[config.mk]
export PLATFORM = sky130hd
export DESIGN_NAME = io_compressor_tx
export DESIGN_NICKNAME = d
export VERILOG_FILES = /design/src/rtl/io_compressor_tx.sv
export SDC_FILE = /design/constraint.sdc
export NUM_CORES = 1
export LEC_CHECK = 0
export ABC_AREA = 1
export BUFFER_PORTS_ARGS = -buffer_cell sky130_fd_sc_hd__buf_2
export CORE_MARGIN = 8
export CORE_UTILIZATION = 65
export CTS_BUF_LIST = sky130_fd_sc_hd__clkbuf_4 sky130_fd_sc_hd__clkbuf_8
export CTS_CLUSTER_DIAMETER = 80
export DETAILED_ROUTE_END_ITERATION = 6
export HOLD_SLACK_MARGIN = 0.12
export PLACE_DENSITY_LB_ADDON = 0.2
export SETUP_SLACK_MARGIN = 0.05
export SLEW_MARGIN = 20
export SYNTH_ARGS = -nofsm -noshare
export SYNTH_HDL_FRONTEND = slang
export SYNTH_SLANG_ARGS = --single-unit
[constraint.sdc]
create_clock -name clk -period 23.5 [get_ports clk]
set_input_delay 3.525 -clock clk [delete_from_list [all_inputs] [get_ports clk]]
set_output_delay 3.525 -clock clk [all_outputs]
set_load 0.01 [all_outputs]
[src/rtl/io_compressor_tx.sv]
// Run-length encoder for one row: emits alternating-polarity run codes (zeros first)
// over a valid/ready section bus, one code per cycle when the sink keeps up.
module io_compressor_tx #(
  parameter int unsigned sectionSize = 4,
  parameter int unsigned rowSize     = 16
) (
  input  logic                   clk,
  input  logic                   rst,
  input  logic [rowSize-1:0]     row_in,
  input  logic                   row_valid,
  output logic                   row_ready,
  output logic [sectionSize-1:0] section_out,
  output logic                   section_valid,
  input  logic                   section_ready,
  output logic                   section_last,
  output logic                   done,
  output logic                   busy
);

  localparam int unsigned Pw     = $clog2(rowSize + 1);
  localparam int unsigned MaxRun = (1 << sectionSize) - 1;

  typedef enum logic [1:0] {StIdle, StEmit, StDone} state_e;

  state_e                   state_q, state_d;
  logic [rowSize-1:0]       row_q, row_d;
  logic [Pw-1:0]            pos_q, pos_d;
  logic                     cur_q, cur_d;
  logic [sectionSize-1:0]   section_q, section_d;
  logic                     last_q, last_d;

  // Length of the run of 'cur' starting at bit 0, capped at MaxRun and at 'remain'.
  function automatic logic [Pw-1:0] run_len(input logic [rowSize-1:0] bits, input logic cur,
                                            input logic [Pw-1:0] remain);
    logic [Pw-1:0] n;
    logic          go;
    n  = '0;
    go = 1'b1;
    for (int i = 0; i < int'(rowSize); i++) begin
      if (go && (bits[i] == cur) && (n < remain) && (32'(n) < MaxRun)) begin
        n = n + 1'b1;
      end else begin
        go = 1'b0;
      end
    end
    return n;
  endfunction

  logic [Pw-1:0]      cur_len;
  logic [Pw-1:0]      len;
  logic [Pw-1:0]      nxt_pos;
  logic [rowSize-1:0] nxt_row;

  // section_q never exceeds rowSize, so resizing to Pw is lossless.
  assign cur_len = Pw'(section_q);

  always_comb begin
    state_d   = state_q;
    row_d     = row_q;
    pos_d     = pos_q;
    cur_d     = cur_q;
    section_d = section_q;
    last_d    = last_q;
    len       = '0;
    nxt_pos   = '0;
    nxt_row   = '0;
    unique case (state_q)
      StIdle: begin
        if (row_valid) begin
          len       = run_len(row_in, 1'b0, Pw'(rowSize));
          row_d     = row_in;
          pos_d     = '0;
          cur_d     = 1'b0;
          section_d = sectionSize'(len);
          last_d    = (len == Pw'(rowSize));
          state_d   = StEmit;
        end
      end
      StEmit: begin
        if (section_ready) begin
          if (last_q) begin
            state_d = StDone;
          end else begin
            // Load the following code in the handshake cycle so codes issue back-to-back.
            nxt_pos   = pos_q + cur_len;
            nxt_row   = row_q >> cur_len;
            len       = run_len(nxt_row, ~cur_q, Pw'(rowSize) - nxt_pos);
            row_d     = nxt_row;
            pos_d     = nxt_pos;
            cur_d     = ~cur_q;
            section_d = sectionSize'(len);
            last_d    = ((nxt_pos + len) == Pw'(rowSize));
          end
        end
      end
      StDone: begin
        state_d = StIdle;
      end
      default: begin
        state_d = StIdle;
      end
    endcase
  end

  always_ff @(posedge clk) begin
    if (rst) begin
      state_q   <= StIdle;
      row_q     <= '0;
      pos_q     <= '0;
      cur_q     <= 1'b0;
      section_q <= '0;
      last_q    <= 1'b0;
    end else begin
      state_q   <= state_d;
      row_q     <= row_d;
      pos_q     <= pos_d;
      cur_q     <= cur_d;
      section_q <= section_d;
      last_q    <= last_d;
    end
  end

  assign row_ready     = (state_q == StIdle) && !rst;
  assign section_valid = (state_q == StEmit);
  assign section_out   = section_q;
  assign section_last  = last_q && (state_q == StEmit);
  assign done          = (state_q == StDone);
  assign busy          = (state_q != StIdle);

endmodule

* After elaboration in Yosys (flattened, before gate mapping)
Index checks and enable logic that the tools add are counted.
Storage, ports and cells: flip-flop bits (word level) 29, output and inout bits 9, bits of input ports 20
Cells by class: add/sub/neg operators 33, bitwise gates (word level) 16, shift-type cells 1, mux-type cells 241, equality and inequality tests 24, reductions and logical operators 100, $lt $le $gt $ge 61
Operators with widths (count):
- 2-to-1 mux 5 bit | 113
- adder 5 x 1 -> 5 bit, second input constant | 30
- less-than comparator 5 x 4 -> 1 bit, second input constant | 30
- 2-to-1 mux 1 bit | 113
- logical AND 1 bit | 93
- less-than comparator 5 bit | 15
- less-than comparator 5 bit, second input constant | 15
- 2-to-1 mux 16 bit | 3
- one-hot mux 16 bit (2 select lines) | 1
- == test 1 bit | 16
- inverter 1 bit | 16
- >> shifter 16 x 4 -> 16 bit | 1
- 2-to-1 mux 4 bit | 3
- == test 5 bit, second input constant | 2
- one-hot mux 5 bit (2 select lines) | 1
- one-hot mux 4 bit (2 select lines) | 1
- 2-to-1 mux 2 bit | 3
- AND reduction 3 bit | 2
- adder 5 x 4 -> 5 bit | 1
- adder 5 bit | 1
- less-than comparator 1 x 5 -> 1 bit, first input constant | 1
- subtractor 5 bit, first input constant | 1
- inequality test 2 x 1 -> 1 bit, second input constant | 2
- inequality test 2 bit, second input constant | 2
- other kinds (8) | 10

* Longest topological paths before layout
Gate-level depths: netlist (run 1).
depth after elaboration 118, gate-level depth with buffers 163, mapped depth without buffers 162

* Least setup slack after synthesis (run 1)
Ideal clock, no wire load.
path type flip-flop to flip-flop, start point reg section_q[1], in the netlist section_out[1], end point reg last_q, period minus slack after synthesis 21.369 ns, buffers on the path 2, arrival time 21.237 ns, slack 2.131 ns, cell stages (with the launch flop) 152, setup time 0.132 ns, cells stage by stage dfxtp_1 -> inv_1 -> buf_2 -> buf_2 -> fa_1 -> ha_1 -> inv_1 -> nor2_4 -> nand3_1 -> nand2_2 -> nand2_1 -> nor2_1 -> o21ai_1 -> nand2_1 -> inv_1 -> ha_1 -> nor2_1 -> o21bai_1 -> (+116 left out) -> nor2_1 -> a2111oi_0 -> nand4_1 -> a21oi_2 -> nand2_4 -> xor2_2 -> ha_1 -> inv_1 -> fa_1 -> o21ai_0 -> a21oi_1 -> xor2_1 -> inv_1 -> nand3_1 -> nand3_1 -> nand2_1 -> nand2_1 -> a21oi_1
Between the ends: longest elaborated chain between the ends 118, elaborated cells between the ends (all ways) 240, those cells by class 18 x add/sub; 31 x order compare; 17 x eq/ne; 1 x shift; 127 x mux; 46 x reduce/logical
RTL lines:
- start: declaration | RTL line 29 | logic [sectionSize-1:0] section_q, section_d;
- start signal: assignment | RTL line 118 | section_q <= section_d;
- adder 5 x 4 -> 5 bit | RTL line 85 | nxt_pos = pos_q + cur_len;
- subtractor 5 bit | RTL line 87 | len = run_len(nxt_row, ~cur_q, Pw'(rowSize) - nxt_pos);
- less-than comparator 1 x 5 -> 1 bit | RTL line 40 | if (go && (bits[i] == cur) && (n < remain) && (32'(n) < MaxRun)) begin
- logical AND 1 bit | RTL line 40
- 2-to-1 mux 1 bit | RTL line 40
- 2-to-1 mux 5 bit / 2-to-1 mux 1 bit (equally long branches) | RTL line 81 | if (last_q) begin
- 2-to-1 mux 5 bit / 2-to-1 mux 1 bit (equally long branches) | RTL line 80 | if (section_ready) begin
- 2-to-1 mux 5 bit / 2-to-1 mux 1 bit (equally long branches) | RTL line 67 | unique case (state_q)
- (+102 left out)
- 2-to-1 mux 5 bit | RTL line 81
- 2-to-1 mux 5 bit | RTL line 80
- 2-to-1 mux 5 bit | RTL line 67
- adder 5 bit (*) | RTL line 92 | last_d = ((nxt_pos + len) == Pw'(rowSize));
- == test 5 bit (*) | RTL line 92
- 2-to-1 mux 1 bit (*) | RTL line 81
- 2-to-1 mux 1 bit (*) | RTL line 80
- one-hot mux 1 bit (2 select lines) (*) | RTL line 67
- end signal: assignment | RTL line 119 | last_q <= last_d;
- end: declaration | RTL line 30 | logic last_q, last_d;
Every way passes the cells marked *; elsewhere a longest branch is shown, timed or not. The select of a mux whose other input is x is not followed. A chain may end at the register's enable or synchronous reset.

* Worst setup path after layout (run 1)
start point reg pos_q[0], end point reg last_q
Between the ends: longest elaborated chain between the ends 118, elaborated cells between the ends (all ways) 223, those cells by class 18 x add/sub; 31 x order compare; 1 x eq/ne; 127 x mux; 46 x reduce/logical
RTL lines:
- start: declaration | RTL line 27 | logic [Pw-1:0] pos_q, pos_d;
- start signal: assignment | RTL line 116 | pos_q <= pos_d;
- adder 5 x 4 -> 5 bit (*) | RTL line 85
- subtractor 5 bit | RTL line 87
- less-than comparator 1 x 5 -> 1 bit | RTL line 40
- logical AND 1 bit | RTL line 40
- 2-to-1 mux 1 bit | RTL line 40
- 2-to-1 mux 5 bit / 2-to-1 mux 1 bit (equally long branches) | RTL line 81
- 2-to-1 mux 5 bit / 2-to-1 mux 1 bit (equally long branches) | RTL line 80
- 2-to-1 mux 5 bit / 2-to-1 mux 1 bit (equally long branches) | RTL line 67
- (+102 left out)
- 2-to-1 mux 5 bit | RTL line 81
- 2-to-1 mux 5 bit | RTL line 80
- 2-to-1 mux 5 bit | RTL line 67
- adder 5 bit (*) | RTL line 92
- == test 5 bit (*) | RTL line 92
- 2-to-1 mux 1 bit (*) | RTL line 81
- 2-to-1 mux 1 bit (*) | RTL line 80
- one-hot mux 1 bit (2 select lines) (*) | RTL line 67
Marked as above.

==> flow_summary.toml, run 1 <==
[clocking]
numCtsBuffers = 5
clockBufferDepth = 2
clk_pin_slew_worst_paths_ps = 70
cts_tree = "yes"
h-tree-depth = 2
cts_hold_buf = 0
clk_latency_ps = 290
clock-sinks = 29
cts_root_buf = "clkbuf_8"

[floorplanning]
core_region_area_um2 = 11270
ios = 29
die_h_um = 122.7
die_area_um2 = 15050
initial_core_util_pct = 65.61
die_w_um = 122.7
row_count = 39

[sta]
skew_ps = 7.211
tns_ps = 0
relSlewSlack_pct = 38.25
period_share_pct = 94.01
worst_slew_pin_slew_ps = 925.3
setup_slack_ps = 1407
setup_violations = 0
hold_ws_ps = 479.6
max_freq_mhz = 45.26
slew_violations = 0
layout_min_cycle_time_ps = 22090
hold_viol_final = 0

[worst_setup_path]
crit_fanout = 8
r2r_start = "pos_q[0]$_SDFFE_PP0P_"
worst-r2r-setup-slack_ps = 1410
cp_num_buf_inv = 20
critPathMostFrequentCell = "nand2_1"
slowest_stage = "fa_2"
path_delay_family = "simple AND/OR/NAND/NOR gates"
rr_worst_depth = 151
end_kind = "register"
critical-path-max-stage-delay_ps = 610
arrival_ps = 22320
crit_path_start_kind = "register"
timing.rr.end = "last_q$_SDFFE_PP0P_"
worstSetupPathType = "reg -> reg"
crit_required_ps = 23720

[finish]
nets = 1410
ff_latch_area_um2 = 581.8
layout_common_cells = "nand2_1, inv_1, nand3_1"
final_common_cell = "nand2_1"
syn_to_final_growth_pct = 15.16
fillers = 930
multi_input_area_um2 = 6380
antenna_cells = 0
drive_gt1_share_pct = 23.27
utilization_pct = 75.56

[global_route]
antenna_found_initial = 0
grt_max_degree = 31
grt_usage_pct = 24.46
grt_pass1_vias = 7234
grt_first_pass_wirelength_um = 31510
grt-ovfl-total = 0

[route]
drtAntennaViolNets = 0
via_per_inst = 5.626
drcViolationCount = 0
dr.pass1.iters = 6
dr.first_iter.drc_count = 757
wire_per_inst_um = 13.41
vias = 8129
finalWirelength_um = 19380

[synthesis]
synth_xor_area_share_pct = 2.707
syn-cell-area_um2 = 7396
muxShareOfSynthArea_pct = 0.4060
synth_top_family_by_area = "simple AND/OR/NAND/NOR gates"
synth_compound_area_share_pct = 17.12
ys_seq_area_share_pct = 7.850
synth_cell_types = 67
yosysWarnings = 0
synth-simple-area-share_pct = 45.68
post_synth_fa_ha_maj_area_fraction_pct = 15.26
postSynthCellCount = 1233
ys_seq_elements = 29
syn_avg_cell_area_um2 = 5.998

[pwr]
powerDensity_nw_per_um2 = 59.86
peakVddDrop_mv = 0.03712
p_leak_nw = 4.204

[min_path]
holdPathStages = 2
worstHoldStart = "pos_q[3]$_SDFFE_PP0P_"
hold_end = "pos_q[3]$_SDFFE_PP0P_"
hold_class = "reg -> reg"

[placed_design]
hpwl_um = 14350
pre_cts_ws_ps = 266.4
io_buffers = 28
gp_congestion = 0.9201

[outcome]
status = "finished, final reports clean"

[run]
cap_violations = 0
-- synthesized netlist by cell type, drive strengths merged --
cell type | instances | area [um^2]
a2111oi | 1 | 8.760
a211oi | 2 | 15.01
a21boi | 1 | 7.510
a21o | 1 | 7.510
a21oi | 93 | 514.2
a221o | 2 | 20.02
a31oi | 2 | 12.51
a41o | 1 | 10.01
a41oi | 1 | 8.760
and2 | 2 | 12.51
and3 | 2 | 12.51
buf | 11 | 75.07
clkbuf | 16 | 60.06
clkinv | 2 | 7.510
conb | 1 | 3.750
dfxtp | 29 | 580.6
fa | 2 | 40.04
ha | 87 | 1089
inv | 176 | 665.6
mux2i | 3 | 30.03
nand2 | 361 | 1565
nand3 | 141 | 815.8
nand3b | 5 | 37.54
nand4 | 21 | 210.2
nor2 | 114 | 511.8
nor3 | 19 | 127.6
nor3b | 1 | 7.510
nor4 | 2 | 12.51
o2111ai | 3 | 26.28
o211ai | 7 | 52.55
o21ai | 78 | 454.2
o21bai | 8 | 67.56
o221ai | 1 | 8.760
o22ai | 2 | 26.28
o311ai | 2 | 17.52
o31a | 1 | 8.760
or2 | 8 | 50.05
or3 | 1 | 6.260
or3b | 1 | 8.760
xnor2 | 6 | 52.55
xor2 | 16 | 147.7
-- kinds of logic (layout without fill, tap and decap cells) --
family | Yosys count | in the layout
buffers and inverters | 205 | 273
muxes | 3 | 3
adders and majority gates | 89 | 89
xor gates and xnor gates | 22 | 22
and+or+nand+nor | 678 | 678
AOI/OAI and AO/OA | 206 | 206
DFF | 29 | 29
other | 1 | 2
-- state kept, by name, indices dropped and copies added, names as in the netlist --
signal       flops
row_q           16
cur_q            1
state_q          2
last_q           1
section_out      4
pos_q            5
-- worst min-delay path, delay by kind of cell, from the launching register on --
kind / cells / cell delay [ps]
flip-flops: 1 / 320
AND/OR/NAND/NOR: 1 / 60
AO/OA/AOI/OAI: 1 / 50
-- area by class of cell --
cell class / instances / share of cell area (%)
clock buffer: 7 / 1.058
tap: 143 / 2.101
clock inverter: 1 / 0.3526
multi-input combinational: 1000 / 74.91
inverter: 178 / 7.904
sequential: 29 / 6.831
timing repair buffer: 87 / 6.846
-- power breakdown --
| part | switching (mW) | leakage, nW | internal, mW |
|---|---|---|---|
| clock network | 0.0207 | 0.0619 | 0.0357 |
| registers | 0.00362 | 0.240 | 0.0545 |
| logic | 0.260 | 3.90 | 0.135 |
| total | 0.284 | 4.20 | 0.225 |
-- routing by layer --
layer | GRT usage, % | share of wire [%] | wire, um
met2 | 41.15 | 48 | 9298
met5 | 0 | 0 | 0
met1 | 32.46 | 46 | 8853
met4 | 4.570 | 1.3 | 255
met3 | 3.726 | 5.0 | 976
-- metrics by stage --
step / area (um^2) / cells / power [mW]
after floorplan: 7400 / 1234 / 0.3406
after global placement: 7699 / 1393 / 0.4051
after detailed placement: 7699 / 1393 / 0.4133
after CTS: 7819 / 1401 / 0.4709
after global routing: 8517 / 1445 / 0.5652
final: 8517 / 1445 / 0.5098
-- worst max path at each step --
stage | from | endpoint | slack, ps | cells after the start
final | pos_q[0]$_SDFFE_PP0P_ | last_q$_SDFFE_PP0P_ | 1410 | 151
after global routing | pos_q[0]$_SDFFE_PP0P_ | last_q$_SDFFE_PP0P_ | -370 | 155
after CTS | pos_q[0]$_SDFFE_PP0P_ | last_q$_SDFFE_PP0P_ | 140 | 156
after detailed placement | section_out[0]$_SDFFE_PP0P_ | last_q$_SDFFE_PP0P_ | 270 | 156
after global placement | section_out[0]$_SDFFE_PP0P_ | last_q$_SDFFE_PP0P_ | 810 | 154
after floorplan | section_out[1]$_SDFFE_PP0P_ | last_q$_SDFFE_PP0P_ | 2130 | 151
-- what timing repair did --
item	CTS	global route
setup endpoints to repair	0	5
resized for setup	0	80
buffers inserted	0	44
Power figures use the tool's default switching activity.
==> run 2: changes to the inputs <==
REMOVE_ABC_BUFFERS = 1   (was not set)
TNS_END_PERCENT = 20   (was not set)
==> flow_summary.toml, run 2 (synthesized netlist as in run 1, its figures left out) <==
[outcome]
status = "finished, final reports clean"

[finish]
layout_common_cells = "nand2_1, inv_1, nand3_1"
drive_gt1_share_pct = 21.76
antenna_cells = 0
syn_to_final_growth_pct = 12.93
instances_no_fill = 1439
design_area_um2 = 8352
final_common_cell = "nand2_1"
largest_reg_flops = 16
nets = 1404
regMostFlops = "row_q"

[pwr]
powerDensity_nw_per_um2 = 58.94
power_mw = 0.4922
p_sw_share_pct = 57.33
p_leak_nw = 4.166
seq_power_share_pct = 11.8
switchingPower_mw = 0.2822
peakVddDrop_mv = 0.03519
combPwrFrac_pct = 78.6
clockPowerShare_pct = 9.6
p_int_mw = 0.2100

[sta]
layout_min_cycle_time_ps = 21890
skew_ps = 6.230
max_freq_mhz = 45.69
worst_slew_pin_slew_ps = 903.1
setup_slack_ps = 1612
slew_violations = 0
hold_viol_final = 0
relSlewSlack_pct = 39.73
period_share_pct = 93.14
setup_violations = 0

[clocking]
cts_tree = "yes"
numCtsBuffers = 5
cts_root_buf = "clkbuf_8"
clock-sinks = 29
h-tree-depth = 2
clockBufferDepth = 2
clk_pin_slew_worst_paths_ps = 70
clk_latency_ps = 290

[route]
wire_per_inst_um = 13.26
dr.pass1.iters = 5
finalWirelength_um = 19080
drcViolationCount = 0
vias = 8052
drtAntennaViolNets = 0
dr.first_iter.drc_count = 692
via_per_inst = 5.596

[global_route]
grt_max_degree = 31
grt-ovfl-total = 0
grt_pass1_vias = 6902
grt_usage_pct = 23.94
antenna_found_initial = 0
grt_first_pass_wirelength_um = 30850

[floorplanning]
ios = 29
core_region_area_um2 = 11270
die_w_um = 122.7
initial_core_util_pct = 65.61
die_h_um = 122.7
die_area_um2 = 15050
row_count = 39

[worst_setup_path]
arrival_ps = 22110
end_kind = "register"
crit_fanout = 8
slowest_stage = "fa_2"
critical-path-max-stage-delay_ps = 590
rr_worst_depth = 154
worstSetupPathType = "reg -> reg"
crit_path_start_kind = "register"
crit_required_ps = 23720

[min_path]
hold_class = "reg -> reg"
holdPathStages = 2

[placed_design]
dp_cells = 1390
placed_cell_area_um2 = 7676
pre_cts_ws_ps = 209.5
io_buffers = 28
hpwl_um = 14320
gp_congestion = 0.9571

[run]
cap_violations = 0
[run 2: final timing paths]
check	startpoint	end	slack, ps
min reg2reg	pos_q[2]$_SDFFE_PP0P_	pos_q[2]$_SDFFE_PP0P_	480
max reg2reg	pos_q[0]$_SDFFE_PP0P_	last_q$_SDFFE_PP0P_	1610
max	pos_q[0]$_SDFFE_PP0P_	last_q$_SDFFE_PP0P_	1610
min	pos_q[2]$_SDFFE_PP0P_	pos_q[2]$_SDFFE_PP0P_	480
[run 2: routing by layer]
| layer | wire (um) | vias to the layer above | track usage, % |
|---|---|---|---|
| li1 | - | 4200 | - |
| met1 | 8760 | 3584 | 32.83 |
| met2 | 9028 | 238 | 39.86 |
| met3 | 968 | 30 | 2.208 |
| met4 | 320 | 0 | 4.874 |
| met5 | 0 | - | 0 |
[run 2: power by group through the flow]
| stage | clock network, mW | logic (mW) | registers [mW] |
|---|---|---|---|
| 2_1_floorplan | 0 | 0.274 | 0.0615 |
| 3_3_place_gp | 0 | 0.347 | 0.0588 |
| 3_5_place_dp | 0 | 0.355 | 0.0589 |
| 4_1_cts | 0.0472 | 0.357 | 0.0579 |
| 5_1_grt | 0.0507 | 0.435 | 0.0587 |
| 6_report | 0.0472 | 0.387 | 0.0581 |
[run 2: worst max-delay path: cells and delay by family (launching register included)]
family	cells	cell delay (ps)
compound gates	35	5350
simple gates	75	8740
buf+inv	22	1710
fa+ha+maj	19	5130
flops	1	340
xor+xnor	3	480
[run 2: metrics by stage]
stage / util [%] / TNS, ps / hold WS, ps
6_report: 74.09 / 0 / 476.8
5_1_grt: 74.09 / -259.2 / 501.8
4_1_cts: 69.00 / 0 / 472.4
3_5_place_dp: 68.10 / 0 / 462.0
3_3_place_gp: 68.10 / 0 / 460.2
2_1_floorplan: - / 0 / 443.0
[run 2: timing repair]
action                     CTS  global route
gates resized for setup      0            58
buffers inserted             0            41
hold buffers                 0             0
setup endpoints to repair    0             5
[run 2: final cells by class]
cell class / count / area (um^2)
Multi-Input combinational cell: 1000 / 6272
Timing Repair Buffer: 81 / 538.0
Clock inverter: 1 / 5.005
Fill cell: 953 / 2920
Inverter: 178 / 678.2
Tap cell: 143 / 178.9
Sequential cell: 29 / 583.1
Clock buffer: 7 / 96.34
==> run 3: changes to the inputs <==
==> constraint.sdc (replaced) <==
create_clock -name clk -period 23.6 [get_ports clk]
set_input_delay 2.36 -clock clk [delete_from_list [all_inputs] [get_ports clk]]
set_output_delay 2.36 -clock clk [all_outputs]
set_load 0.01 [all_outputs]
==> flow_summary.toml, run 3 (synthesized netlist as in run 1, its figures left out) <==
[outcome]
status = "finished, final reports clean"

[finish]
antenna_cells = 0
nets = 1398
multi_input_area_um2 = 6277
final_common_cell = "nand2_1"
instances_no_fill = 1433
drive_gt1_share_pct = 21.71
layout_common_cells = "nand2_1, inv_1, nand3_1"
fillers = 958
regMostFlops = "row_q"
largest_reg_flops = 16
syn_to_final_growth_pct = 12.57
ff_latch_area_um2 = 583.1
utilization_pct = 73.86

[pwr]
peakVddDrop_mv = 0.03965
combPwrFrac_pct = 77.1
p_int_mw = 0.2174
powerDensity_nw_per_um2 = 59.92
p_sw_share_pct = 56.43
switchingPower_mw = 0.2815
seq_power_share_pct = 11.6
clockPowerShare_pct = 11.3
p_leak_nw = 4.165

[sta]
setup_slack_ps = 1393
max_freq_mhz = 45.03
worst_slew_pin_slew_ps = 925.2
setup_violations = 0
relSlewSlack_pct = 38.25
skew_ps = 9.445
hold_viol_final = 0
tns_ps = 0
hold_ws_ps = 476.0
slew_violations = 0
period_share_pct = 94.10
layout_min_cycle_time_ps = 22210

[clocking]
h-tree-depth = 2
clockBufferDepth = 2
clk_pin_slew_worst_paths_ps = 70
clk_latency_ps = 280
numCtsBuffers = 5
cts_root_buf = "clkbuf_8"
cts_tree = "yes"
clock-sinks = 29
cts_hold_buf = 0

[floorplanning]
row_count = 39
die_w_um = 122.7
die_area_um2 = 15050
ios = 29
die_h_um = 122.7
initial_core_util_pct = 65.61
core_region_area_um2 = 11270

[route]
via_per_inst = 5.650
drcViolationCount = 0
wire_per_inst_um = 13.56
dr.pass1.iters = 6
drtAntennaViolNets = 0
vias = 8096
dr.first_iter.drc_count = 610
finalWirelength_um = 19430

[worst_setup_path]
critical-path-max-stage-delay_ps = 580
crit_required_ps = 23820
critPathMostFrequentCell = "inv_1"
crit_fanout = 8
slowest_stage = "fa_2"
worstSetupPathType = "reg -> reg"
end_kind = "register"
crit_path_start_kind = "register"
arrival_ps = 22430

[global_route]
grt_first_pass_wirelength_um = 31400
grt_pass1_vias = 7221
grt-ovfl-total = 0
antenna_found_initial = 0
grt_max_degree = 31
grt_usage_pct = 24.24

[placed_design]
io_buffers = 28
pre_cts_ws_ps = 165.5
gp_congestion = 0.9503
dp_cells = 1390
hpwl_um = 14450

[min_path]
hold_class = "reg -> reg"

[run]
cap_violations = 0
-- run 3: changes by cell type in the layout (fill, tap and decap cells not counted), moves of 2 or more --
cell     previous run  this run
inv_2              17        20
nand3_1           122       124
inv_4               2         0
nand2_1           290       288
xor2_2              0         2
buf_4              53        47
nand3_2            15        13
-- run 3: critical path: cells and delay by family, from the launching register on --
| family | cells | cell delay (ps) |
|---|---|---|
| AND/OR/NAND/NOR | 71 | 8520 |
| AO/OA/AOI/OAI | 38 | 6260 |
| flip-flops | 1 | 340 |
| adder cells (fa/ha/maj) | 19 | 4960 |
| XOR/XNOR | 4 | 650 |
| buffers and inverters | 20 | 1330 |
-- run 3: timing repair --
| action | 4_1_cts | 5_1_grt |
|---|---|---|
| endpoints found under the setup margin | 0 | 5 |
| setup buffers | 0 | 35 |
| resized for setup | 0 | 61 |
-- run 3: power groups by stage --
stage          sequential (mW)  combinational (mW)  clock [mW]
2_1_floorplan           0.0612               0.273           0
3_3_place_gp            0.0586               0.346           0
3_5_place_dp            0.0587               0.353           0
4_1_cts                 0.0577               0.355      0.0561
5_1_grt                 0.0585               0.433      0.0593
6_report                0.0579               0.384      0.0564
-- run 3: metrics by stage --
step	cell area, um^2	power (mW)
finish	8325	0.4988
global route	8325	0.5504
CTS	7796	0.4689
detailed placement	7676	0.4116
global placement	7676	0.4042
floorplan	7264	0.3343
-- run 3: cell type report --
class / count / share of cell area, %
clock buffers: 7 / 1.082
inverters: 178 / 8.085
well taps: 143 / 2.149
multi-input cells: 1000 / 75.40
flip-flops and latches: 29 / 7.003
repair buffers: 75 / 5.921
clock inverters: 1 / 0.3607
-- run 3: routing by layer --
metal	vias to the layer above	part of all wire, %	GRT usage [%]
li1	4184	-	-
met1	3645	46	31.90
met2	221	47	40.77
met3	46	4.3	2.760
met4	0	2.5	6.931
met5	-	0	0
-- run 3: worst paths after layout --
check,cells after the start,start,slack [ps],end
max reg2reg,152,section_out[0]$_SDFFE_PP0P_,1390,last_q$_SDFFE_PP0P_
min,2,pos_q[2]$_SDFFE_PP0P_,480,pos_q[2]$_SDFFE_PP0P_
min reg2reg,2,pos_q[2]$_SDFFE_PP0P_,480,pos_q[2]$_SDFFE_PP0P_
max,152,section_out[0]$_SDFFE_PP0P_,1390,last_q$_SDFFE_PP0P_
